<file path="config.mk">
export PLATFORM = sky130hd
export DESIGN_NAME = mem_access_ctrl
export DESIGN_NICKNAME = d
export VERILOG_FILES = /design/src/rtl/mem_access_pkg.sv /design/src/rtl/mac_lat_counter.sv /design/src/rtl/mem_access_ctrl.sv
export SDC_FILE = /design/constraint.sdc
export NUM_CORES = 1
export LEC_CHECK = 0
export BUFFER_PORTS_ARGS = -buffer_cell sky130_fd_sc_hd__buf_2
export CAP_MARGIN = 20
export CELL_PAD_IN_SITES_DETAIL_PLACEMENT = 0
export CELL_PAD_IN_SITES_GLOBAL_PLACEMENT = 2
export CORE_ASPECT_RATIO = 0.75
export CORE_MARGIN = 2
export CORE_UTILIZATION = 30
export DETAILED_ROUTE_END_ITERATION = 6
export PLACE_DENSITY_LB_ADDON = 0.1
export SLEW_MARGIN = 5
export SYNTH_ARGS = -nofsm -noshare
export SYNTH_HDL_FRONTEND = slang
export SYNTH_HIERARCHICAL = 1
export SYNTH_SLANG_ARGS = --single-unit
</file>
<file path="constraint.sdc">
create_clock -name clk -period 4.4 [get_ports clk]
set_input_delay 0.44 -clock clk [delete_from_list [all_inputs] [get_ports clk]]
set_output_delay 0.44 -clock clk [all_outputs]
set_load 0.01 [all_outputs]
</file>
<file path="src/rtl/mem_access_pkg.sv">
// ============================================================================
// Module  : mem_access_pkg
// Brief   : Shared state encoding and default widths for mem_access_ctrl.
// Revision: 1.0 - initial release
// ============================================================================
`default_nettype none

package mem_access_pkg;

   localparam int c_def_addr_w      = 16;
   localparam int c_def_data_w      = 16;
   localparam int c_def_word_addr_w = 10;

   typedef enum logic [1:0] {
      IDLE  = 2'd0,
      WRITE = 2'd1,
      READ  = 2'd2,
      RESP  = 2'd3
   } state_t;

endpackage

`default_nettype wire

</file>
<file path="src/rtl/mac_lat_counter.sv">
// ============================================================================
// Module  : mac_lat_counter
// Brief   : Loadable 2-bit down-counter with a done flag for the read wait.
// Revision: 1.0 - initial release
// ============================================================================
`default_nettype none

module mac_lat_counter (
   input  logic       clk,
   input  logic       reset_n,
   input  logic       load,
   input  logic [1:0] load_val,
   input  logic       en,
   output logic       done
);

   logic [1:0] r_count;

   always_ff @(posedge clk or negedge reset_n) begin
      if (!reset_n) begin
         r_count <= 2'd0;
      end else if (load) begin
         r_count <= load_val;
      end else if (en && (r_count != 2'd0)) begin
         r_count <= r_count - 2'd1;
      end
   end

   assign done = (r_count == 2'd0);

endmodule

`default_nettype wire

</file>
<file path="src/rtl/mem_access_ctrl.sv">
// ============================================================================
// Module  : mem_access_ctrl
// Brief   : Single-outstanding load/store initiator for the word data Memory.
//           Optional macro MAC_ALIGN_CHECK_EN rejects odd byte addresses.
// Revision: 1.0 - initial release
// ============================================================================
`default_nettype none

module mem_access_ctrl
   import mem_access_pkg::*;
#(
   parameter int ADDR_W      = c_def_addr_w,
   parameter int DATA_W      = c_def_data_w,
   parameter int WORD_ADDR_W = c_def_word_addr_w,
   parameter int READ_LAT    = 1
) (
   input  logic              clk,
   input  logic              reset_n,
   input  logic              req_valid,
   output logic              req_ready,
   input  logic              req_we,
   input  logic [ADDR_W-1:0] req_addr,
   input  logic [DATA_W-1:0] req_wdata,
   output logic              rsp_valid,
   input  logic              rsp_ready,
   output logic [DATA_W-1:0] rsp_rdata,
   output logic              rsp_err,
   output logic [ADDR_W-1:0] mem_addr,
   output logic [DATA_W-1:0] mem_din,
   output logic              mem_we,
   input  logic [DATA_W-1:0] mem_dout,
   output logic              busy
);

   localparam logic [1:0] c_lat_load = 2'(READ_LAT - 1);

   state_t              r_state;
   state_t              w_next;
   state_t              w_new_state;
   logic                w_req_ready;
   logic                w_accept;
   logic                w_range_err;
   logic                w_align_err;
   logic                w_err;
   logic                w_lat_done;
   logic                w_rsp_valid;
   logic                w_mem_we;
   logic [DATA_W-1:0]   r_rsp_rdata;
   logic                r_rsp_err;
   logic [ADDR_W-1:0]   r_mem_addr;
   logic [DATA_W-1:0]   r_mem_din;

   // Any address bit above the word-select field means the word is out of range.
   assign w_range_err = |(req_addr >> (WORD_ADDR_W + 1));

`ifdef MAC_ALIGN_CHECK_EN
   assign w_align_err = req_addr[0];
`else
   assign w_align_err = 1'b0;
`endif

   assign w_err       = w_range_err | w_align_err;
   assign w_req_ready = reset_n & ((r_state == IDLE) | ((r_state == RESP) & rsp_ready));
   assign w_accept    = req_valid & w_req_ready;
   assign w_new_state = w_err ? RESP : (req_we ? WRITE : READ);

   mac_lat_counter u_lat_counter (
      .clk      (clk),
      .reset_n  (reset_n),
      .load     (w_accept & ~w_err & ~req_we),
      .load_val (c_lat_load),
      .en       (r_state == READ),
      .done     (w_lat_done)
   );

   always_ff @(posedge clk or negedge reset_n) begin
      if (!reset_n) begin
         r_state <= IDLE;
      end else begin
         r_state <= w_next;
      end
   end

   always_comb begin
      w_next      = r_state;
      w_rsp_valid = 1'b0;
      w_mem_we    = 1'b0;
      case (r_state)
         IDLE: begin
            if (w_accept) begin
               w_next = w_new_state;
            end
         end
         WRITE: begin
            w_mem_we = 1'b1;
            w_next   = RESP;
         end
         READ: begin
            if (w_lat_done) begin
               w_next = RESP;
            end
         end
         RESP: begin
            w_rsp_valid = 1'b1;
            if (rsp_ready) begin
               w_next = w_accept ? w_new_state : IDLE;
            end
         end
         default: w_next = IDLE;
      endcase
   end

   // Response fields are cleared on accept so stores and errors report zero data.
   always_ff @(posedge clk or negedge reset_n) begin
      if (!reset_n) begin
         r_mem_addr  <= '0;
         r_mem_din   <= '0;
         r_rsp_rdata <= '0;
         r_rsp_err   <= 1'b0;
      end else if (w_accept) begin
         r_mem_addr  <= req_addr;
         r_mem_din   <= req_wdata;
         r_rsp_rdata <= '0;
         r_rsp_err   <= w_err;
      end else if ((r_state == READ) && w_lat_done) begin
         r_rsp_rdata <= mem_dout;
      end
   end

   assign req_ready = w_req_ready;
   assign rsp_valid = w_rsp_valid;
   assign rsp_rdata = r_rsp_rdata;
   assign rsp_err   = r_rsp_err;
   assign mem_addr  = r_mem_addr;
   assign mem_din   = r_mem_din;
   assign mem_we    = w_mem_we;
   assign busy      = (r_state != IDLE);

endmodule

`default_nettype wire

</file>
==> run summary, run 1 <==
dominant cell type by area after synthesis: dfrtp_1
syn avg cell area: 12.23 sq um
IO Pins: 106
leading register cell type out of synthesis: dfrtp_1
worst relative slew slack: 53.11%
post-route ant nets: 0
synth unique cells: 31
Setup WS pre-CTS: 2.017 ns
number of synthesized register bits: 53
Post-CTS Hold Buffers: 0
DR pass1 iterations: 4
count leader, synth: dfrtp_1
Congestion Overflow GR: 0
Worst Setup SP: r_state[0]
initial antenna violation count: 0
H-tree depth: 2
post-synthesis cell count: 184
fraction of layout cells with a size suffix above 1: 51.03%
die width: 104.0 microns
via count: 1,742
CP Launch Type: flop
total power: 0.002072 W
reg-to-reg startpoint: r_state[0]
post-layout util: 41.34%
Remaining DRCs: 0
HPWL after DPL: 3792 microns
largest net degree at the start of global routing: 57
WL per Instance: 13.41 microns
Switching Power: 0.0007152 W
unrepaired setup endpoints after global routing: false
# setup viols final: 0
Comb pwr share: 40.9%
Max FO, Critical Path: 26
Synth Area in Simple Gates: 10.07%
core area: 7297 sq um
post-synth top area share: 58.95%
critical path arrival: 2.56 ns
Final Hold Vio Count: 0
Initial Util: 30.83%
Syn. warnings: 6
measured slew at the worst slew-check pin: 0.7033 ns
Power Dens Cells: 686.9 nW/um^2
CTS tree: yes
I/O Buffers: 105
gp weighted congestion: 0.7838
postcts setup bufs: 0
EDFF count, synth: 0
Leak Pwr: 1.504 nW
fmax: 0.4247 GHz
setup_tns: 0 ns
final wirelength: 5270 microns
nets: 350
Seq pwr share: 39.9%
clock slew at reported path FFs: 0.10 ns
Post-Synth Adder-Cell Area: 3.337%
fin crit share: 53.51%
WP data required: 4.60 ns
Final Max Slew Viols: 0
first-pass GRT wire length: 8790 microns
Die Footprint: 8215 sq um
outcome: finished clean
CP Capture Type: flop
die span in y: 79.00 microns
CTS sink count: 53
Clk Latency, worst-skew pair: 0.31 ns
Post-synth top cells: dfrtp_1 (53), nand2_1 (36), mux2_2 (30)
Max Root-Sink Buffers: 2
Antenna Diode Count: 0
Net Sw Frac: 34.51%
dpl cells: 385
Synth Area in Compound Gates: 8.231%
Syn-to-layout area delta: 34.09%
FILL cells: 774
Area contributors post-synth: dfrtp_1 (59%), mux2_2 (15%), nand2_1 (6.0%)
non-filler cells, final: 393
cell area after synthesis: 2250 sq um
vias in the first global route: 1,769
clock network power share: 19.2%
Max-Cap Viols: 0
largest family of logic cells by synthesized area: multiplexers
Layout Skew: 0.005309 ns
post-synthesis mux area share: 16.02%
Tmin final: 2.355 ns
hold crit path type: input pin to asynchronous set/reset pin
DRT iter0 DRCs: 73
final worst slack: 2.045 ns
largest vdd supply drop: 236.3 uV
CTS Buf Count: 5
Async SR Flop Fraction: 100.0%
site row count: 27
Crit Path Category: flop to flop
post-cts resize count: 0
Reg2Reg Setup Slack: 2.05 ns
vias per std cell: 4.433
GR Util All Layers: 13.62%
Internal: 0.001357 W
clk root buf: clkbuf_8
Seq/Total Area, Yosys: 58.95%
area share of xor/xnor cells in the synthesized design: 0%
layout by cell type, fill, tap and decap left out, types with 4 or more instances in the layout:
master,instances
a21oi_1,16
buf_2,105
clkbuf_8,5
dfrtp_1,53
ha_1,6
inv_1,7
mux2_2,30
nand2_1,36
nor2b_1,4
routing by layer:
| metal | wire length, microns | part of all wire (%) | global-route usage [%] |
|---|---|---|---|
| met4 | 48 | 0.91 | 3.514 |
| met2 | 2394 | 45 | 20.99 |
| met1 | 2397 | 45 | 17.31 |
| met3 | 429 | 8.1 | 6.486 |
| met5 | 0 | 0 | 0 |
sequential cells by signal, summed over array words and instances (netlist names):
register               cells
r_state                    2
mem_din                   16
u_lat_counter/r_count      2
mem_addr                  16
rsp_rdata                 16
rsp_err                    1
area by class of cell:
type / instances / area, sq um / share of cell area, %
flip-flops and latches: 53 / 1326 / 43.97
inverters: 7 / 26.28 / 0.8710
clock inverters: 3 / 68.82 / 2.281
clock buffers: 5 / 68.82 / 2.281
well taps: 101 / 126.4 / 4.189
multi-input cells: 117 / 859.6 / 28.49
repair buffers: 107 / 540.5 / 17.92
through the flow:
stage                     cell area [sq um]  hold slack [ns]
after floorplan                        2253           0.1444
after global placement                 2879           0.4739
after detailed placement               2879           0.4730
after CTS                              3017           0.3079
after global routing                   3017           0.3136
final                                  3017           0.2985
cell families after synthesis:
group,after synthesis
other,1
flip-flops,53
AND/OR/NAND/NOR,49
buffers and inverters,15
AO/OA/AOI/OAI,28
adder cells (fa/ha/maj),6
multiplexers,32
worst paths after layout:
| path | end | depth (start not counted) |
|---|---|---|
| worst max-delay path | mem_addr[3] | 6 |
| worst min-delay path | r_state[1] | 2 |
| worst max register to register | mem_addr[3] | 6 |
| worst min register to register | mem_addr[10] | 1 |
| max in group asynchronous | mem_addr[5] | 2 |
| min in group clk | mem_addr[10] | 2 |
worst max-delay path, stage by stage, from the launching register on:
cell     delay (ns)
dfrtp_1        0.43
inv_1          0.12
ha_1           0.25
a21oi_2        0.09
nor2_4         0.57
buf_4          0.41
mux2_2         0.37
power by group through the flow:
stage	logic [W]	clock network (W)	registers [W]
floorplan	0.000423	0	0.000933
global placement	0.000858	0	0.000846
detailed placement	0.000861	0	0.000840
CTS	0.000863	0.000415	0.000834
global route	0.000942	0.000435	0.000863
finish	0.000848	0.000397	0.000827
(Power assumes the default switching activity.)
==> inputs of run 2 (changes only) <==
Settings changed: ABC_AREA set to 1, CORE_UTILIZATION 30 to 26.
Clock period 4.4 ns to 2.47 ns, I/O delays scaled along.
==> run summary, run 2 <==
post-cts resize count: 0 (unchanged)
vias in the first global route: 2,100 (was 1,769)
fraction of layout cells with a size suffix above 1: 34.18% (was 51.03%)
Max-Cap Viols: 0 (unchanged)
post-route design area: 3311 sq um (was 3017 sq um)
Post-synth top cells: nand2_1 (84), dfrtp_1 (53), nand3_1 (50) (was dfrtp_1 (53), nand2_1 (36), mux2_2 (30))
Setup WS pre-CTS: 0.5865 ns (was 2.017 ns)
core area: 9084 sq um (was 7297 sq um)
CTS sink count: 53 (unchanged)
post-layout util: 36.45% (was 41.34%)
Crit Path Category: flop to primary output (was flop to flop)
capture point of the worst reg-to-reg path: rsp_rdata[1] (was mem_addr[3])
# setup viols final: 0 (unchanged)
final worst slack: 0.5082 ns (was 2.045 ns)
clock slew at reported path FFs: 0.08 ns (was 0.10 ns)
HPWL after DPL: 4817 microns (was 3792 microns)
number of synthesized register bits: 53 (unchanged)
CP Launch Type: flop (unchanged)
Tmin final: 1.962 ns
Area contributors post-synth: dfrtp_1 (54%), nand2_1 (13%), nand3_1 (10%) (was dfrtp_1 (59%), mux2_2 (15%), nand2_1 (6.0%))
Congestion Overflow GR: 0 (unchanged)
post-synth top area share: 54.44% (was 58.95%)
met1 Use GR: 18.68% (was 17.31%)
post-route ant nets: 0 (unchanged)
fmax: 0.5097 GHz
outcome: finished clean (unchanged)
Worst Setup SP: r_state[1] (was r_state[0])
Async SR Flop Fraction: 100.0% (unchanged)
WL per Instance: 12.76 microns (was 13.41 microns)
H-tree depth: 2 (unchanged)
gp weighted congestion: 0.7276 (was 0.7838)
EDFF count, synth: 0 (unchanged)
clk root buf: clkbuf_16 (was clkbuf_8)
Syn-to-layout area delta: 35.90% (was 34.09%)
Reg2Reg Setup Slack: 0.60 ns (was 2.05 ns)
cell area after synthesis: 2436 sq um (was 2250 sq um)
site row count: 30 (was 27)
CTS tree: yes (unchanged)
nets: 453 (was 350)
unrepaired setup endpoints after global routing: false (unchanged)
dominant cell type by area after synthesis: dfrtp_1 (unchanged)
CTS Buf Count: 5 (unchanged)
DR pass1 iterations: 4 (unchanged)
GR Util All Layers: 13.30% (was 13.62%)
WP data required: 2.22 ns (was 4.60 ns)
dpl cell area: 3117 sq um (was 2879 sq um)
FILL cells: 986 (was 774)
Max FO, Critical Path: 14 (was 26)
die span in y: 87.83 microns (was 79.00 microns)
Power Dens Cells: 1238 nW/um^2 (was 686.9 nW/um^2)
reg-to-reg startpoint: r_state[1] (was r_state[0])
hold crit path type: input pin to asynchronous set/reset pin (unchanged)
Post-CTS Hold Buffers: 0 (unchanged)
Clk Latency, worst-skew pair: 0.29 ns (was 0.31 ns)
initial antenna violation count: 0 (unchanged)
Max Root-Sink Buffers: 2 (unchanged)
final wirelength: 6671 microns (was 5270 microns)
GR Util met3: 4.498% (was 6.486%)
critical path arrival: 1.71 ns (was 2.56 ns)
Antenna Diode Count: 0 (unchanged)
gr busiest metal: met2 (unchanged)
I/O Buffers: 105 (unchanged)
Final Max Slew Viols: 0 (unchanged)
post-synthesis cell count: 288 (was 184)
CP endpoint: req_ready (was mem_addr[3])
postcts setup bufs: 0 (unchanged)
die width: 115.8 microns (was 104.0 microns)
largest vdd supply drop: 453.0 uV (was 236.3 uV)
syn avg cell area: 8.459 sq um (was 12.23 sq um)
count leader, synth: nand2_1 (was dfrtp_1)
largest net degree at the start of global routing: 35 (was 57)
setup_tns: 0 ns (unchanged)
commonest non-fill, non-tap cells in the layout: buf_2 (105), nand2_1 (84), dfrtp_1 (53), nand3_1 (50), inv_1 (43) (was buf_2 (105), dfrtp_1 (53), nand2_1 (36), mux2_2 (30), a21oi_1 (16))
Layout Skew: 0.01026 ns (was 0.005309 ns)
Seq/Total Area, Yosys: 54.44% (was 58.95%)
Remaining DRCs: 0 (unchanged)
DRT iter0 DRCs: 121 (was 73)
first-pass GRT wire length: 10,430 microns (was 8790 microns)
Final Hold Vio Count: 0 (unchanged)
leading register cell type out of synthesis: dfrtp_1 (unchanged)
CP Capture Type: primary output (was flop)
reg2reg path depth: 9 (was 6)
vias per std cell: 4.098 (was 4.433)
Initial Util: 26.82% (was 30.83%)
Leak Pwr: 2.037 nW (was 1.504 nW)
Syn. warnings: 6 (unchanged)
synth unique cells: 20 (was 31)
fin crit share: 79.43%
IO Pins: 106 (unchanged)
most common cell after layout, fill and taps aside: buf_2 (unchanged)
Die Footprint: 10,170 sq um (was 8215 sq um)
met2 Usage GRT: 19.83% (was 20.99%)
via count: 2,143 (was 1,742)
[run 2: changes by cell type in the layout (fill, tap and decap cells not counted), moves of 6 or more]
cell	delta
nor2_1	+6
a21oi_1	-7
inv_1	+36
a21oi_2	+9
mux2_2	-30
nand3_1	+50
nand2_1	+48
[run 2: through the flow]
stage	power, W	std cells	hold slack (ns)
2_1_floorplan	0.002544	289	-0.04859
3_3_place_gp	0.003251	515	0.3863
5_1_grt	0.004445	523	0.08316
4_1_cts	0.004173	523	0.06756
3_5_place_dp	0.003240	515	0.3807
6_report	0.004098	523	0.05719
[run 2: worst min path at each step]
stage | start | endpoint | cells after the start
detailed placement | reset_n | rsp_err | 2
CTS | reset_n | mem_addr[7] | 2
finish | reset_n | rsp_rdata[11] | 2
floorplan | reset_n | mem_addr[0] | 0
global route | reset_n | mem_addr[7] | 2
global placement | reset_n | rsp_err | 2
[run 2: final cells by class]
cell class	count	area [sq um]	area share, %
inverter	45	168.9	5.102
multi-input combinational	177	883.3	26.68
sequential	53	1326	40.06
clock buffer	5	125.1	3.779
timing repair buffer	112	578.1	17.46
tap	128	160.2	4.837
clock inverter	3	68.82	2.079
[run 2: power by group]
part           total [W]  internal, W  switching, W  leakage, nW
Clock           0.000906     0.000585      0.000322       0.0944
Sequential       0.00154      0.00129      0.000250        0.668
Combinational    0.00165     0.000676      0.000978         1.28
Total            0.00410      0.00255       0.00155         2.04
[run 2: cell families (layout without fill, tap and decap cells)]
logic type / Yosys count / after routing / share of synthesized area, %
AOI/OAI and AO/OA: 24 / 24 / 6.728
DFF: 53 / 53 / 54.44
buffers and inverters: 59 / 165 / 9.758
other: 1 / 2 / 0.1539
adders and majority gates: 6 / 6 / 3.082
and+or+nand+nor: 145 / 145 / 25.84
[run 2: routing by layer]
layer | share of wire [%] | vias up
li1 | - | 1107
met5 | 0 | -
met4 | 0.67 | 0
met1 | 50 | 956
met3 | 9.0 | 4
met2 | 40 | 76
[run 2: critical path: stages (launching register included)]
cell	delay (ns)
dfrtp_1	0.42
inv_1	0.12
ha_1	0.15
inv_1	0.09
a21boi_4	0.42
buf_2	0.22
==> inputs of run 3 (changes only) <==
Clock period 2.47 ns to 1.9 ns, I/O delays scaled along.
==> run summary, run 3 (synthesized netlist as in run 2, its figures left out) <==
highest metal used: met4 (unchanged)
largest vdd supply drop: 481.0 uV (was 453.0 uV)
final worst slack: 0.1483 ns (was 0.5082 ns)
WP data required: 1.71 ns (was 2.22 ns)
DR pass1 iterations: 4 (unchanged)
Syn-to-layout area delta: 36.88% (was 35.90%)
worst relative slew slack: 63.06%
# setup viols final: 0 (unchanged)
met2 WL: 2686 microns (was 2679 microns)
Antenna Diode Count: 0 (unchanged)
DRT iter0 DRCs: 108 (was 121)
measured slew at the worst slew-check pin: 0.5536 ns
CTS Buf Count: 5 (unchanged)
Power Dens Cells: 1567 nW/um^2 (was 1238 nW/um^2)
Max FO, Critical Path: 8 (was 14)
initial antenna violation count: 0 (unchanged)
commonest non-fill, non-tap cells in the layout: buf_2 (105), nand2_1 (84), dfrtp_1 (53), nand3_1 (50), inv_1 (43) (unchanged)
Clk Latency, worst-skew pair: 0.29 ns (about the same)
die span in y: 87.83 microns (unchanged)
unrepaired setup endpoints after global routing: false (unchanged)
I/O Buffers: 105 (unchanged)
site row count: 30 (unchanged)
first-pass GRT wire length: 10,780 microns (was 10,430 microns)
vias per std cell: 4.074 (was 4.098)
fraction of layout cells with a size suffix above 1: 34.84% (was 34.18%)
die width: 115.8 microns (unchanged)
Final Hold Vio Count: 0 (unchanged)
core area: 9084 sq um (unchanged)
critical path arrival: 1.56 ns (was 1.71 ns)
fmax: 0.5709 GHz
setup_tns: 0 ns (unchanged)
CTS sink count: 53 (unchanged)
outcome: finished clean (unchanged)
total power: 0.005226 W (was 0.004098 W)
HPWL after DPL: 4921 microns (was 4817 microns)
post-route design area: 3334 sq um (was 3311 sq um)
Leak Pwr: 2.054 nW (was 2.037 nW)
hold crit path type: input pin to flop (was input pin to asynchronous set/reset pin)
H-tree depth: 2 (unchanged)
Remaining DRCs: 0 (unchanged)
non-filler cells, final: 527 (was 523)
CTS tree: yes (unchanged)
via count: 2,147 (was 2,143)
clock slew at reported path FFs: 0.07 ns (was 0.08 ns)
Tmin final: 1.752 ns
largest net degree at the start of global routing: 33 (was 35)
Crit Path Category: flop to primary output (unchanged)
Final Max Slew Viols: 0 (unchanged)
CP Capture Type: primary output (unchanged)
Max-Cap Viols: 0 (unchanged)
Setup WS pre-CTS: 0.1398 ns (was 0.5865 ns)
clk root buf: clkbuf_16 (unchanged)
IO Pins: 106 (unchanged)
Die Footprint: 10,170 sq um (unchanged)
fin crit share: 92.20%
final wirelength: 6764 microns (was 6671 microns)
GR Util All Layers: 13.97% (was 13.30%)
Congestion Overflow GR: 0 (unchanged)
gp weighted congestion: 0.7392 (was 0.7276)
nets: 458 (was 453)
metal1 wirelength: 3427 microns (was 3343 microns)
Initial Util: 26.82% (unchanged)
Layout Skew: 0.005185 ns (was 0.01026 ns)
WL per Instance: 12.83 microns (was 12.76 microns)
dpl cells: 516 (was 515)
dpl cell area: 3137 sq um (was 3117 sq um)
CP Launch Type: flop (unchanged)
post-route ant nets: 0 (unchanged)
met3 WL: 576 microns (was 602 microns)
Max Root-Sink Buffers: 2 (unchanged)
vias in the first global route: 2,094 (was 2,100)
most common cell after layout, fill and taps aside: buf_2 (unchanged)
## run 3: area by class of cell
| type | instances | area (sq um) |
|---|---|---|
| Timing Repair Buffer | 117 | 630.6 |
| Fill cell | 999 | 5749 |
| Tap cell | 128 | 160.2 |
| Sequential cell | 53 | 1326 |
| Clock buffer | 5 | 125.1 |
| Inverter | 45 | 171.4 |
| Multi-Input combinational cell | 177 | 885.9 |
| Clock inverter | 2 | 35.03 |
## run 3: critical path, stage by stage (launching register included)
cell	delay [ns]
dfrtp_1	0.40
ha_1	0.25
nand2_1	0.14
a21boi_4	0.30
buf_2	0.19
## run 3: worst paths after layout
| path | slack (ns) | cells past startpoint | to | startpoint |
|---|---|---|---|---|
| worst min register to register | 0.46 | 2 | rsp_rdata[2] | rsp_rdata[2] |
| max in group asynchronous | 0.64 | 4 | rsp_rdata[4] | reset_n |
| min in group asynchronous | 0.51 | 3 | mem_din[12] | reset_n |
| worst min-delay path | 0.12 | 3 | mem_addr[2] | req_addr[2] |
| worst max register to register | 0.22 | 9 | rsp_rdata[5] | r_state[0] |
| worst max-delay path | 0.15 | 4 | req_ready | r_state[0] |
## run 3: power by group
group | switching [W] | total [W] | internal [W]
registers | 0.000315 | 0.00199 | 0.00167
logic | 0.00130 | 0.00223 | 0.000924
clock network | 0.000395 | 0.00101 | 0.000612
## run 3: stage by stage
step	hold slack, ns	utilization (%)
after floorplan	-0.1056	-
after global routing	0.1229	36.71
after global placement	0.2975	34.53
after CTS	0.1115	36.41
after detailed placement	0.2755	34.53
final	0.1199	36.71
## run 3: repair_timing
| action | in CTS | in global routing |
|---|---|---|
| setup buffers | 0 | 3 |
| setup endpoints to repair | 0 | 5 |
| gates resized for setup | 0 | 3 |
| hold endpoints to repair | 21 | 0 |
| hold buffers | 1 | 0 |
## run 3: per-layer routing
| layer | GRT usage [%] | vias up |
|---|---|---|
| met5 | 0 | - |
| li1 | - | 1107 |
| met3 | 4.913 | 7 |
| met2 | 20.04 | 80 |
| met1 | 19.95 | 953 |
| met4 | 3.896 | 0 |
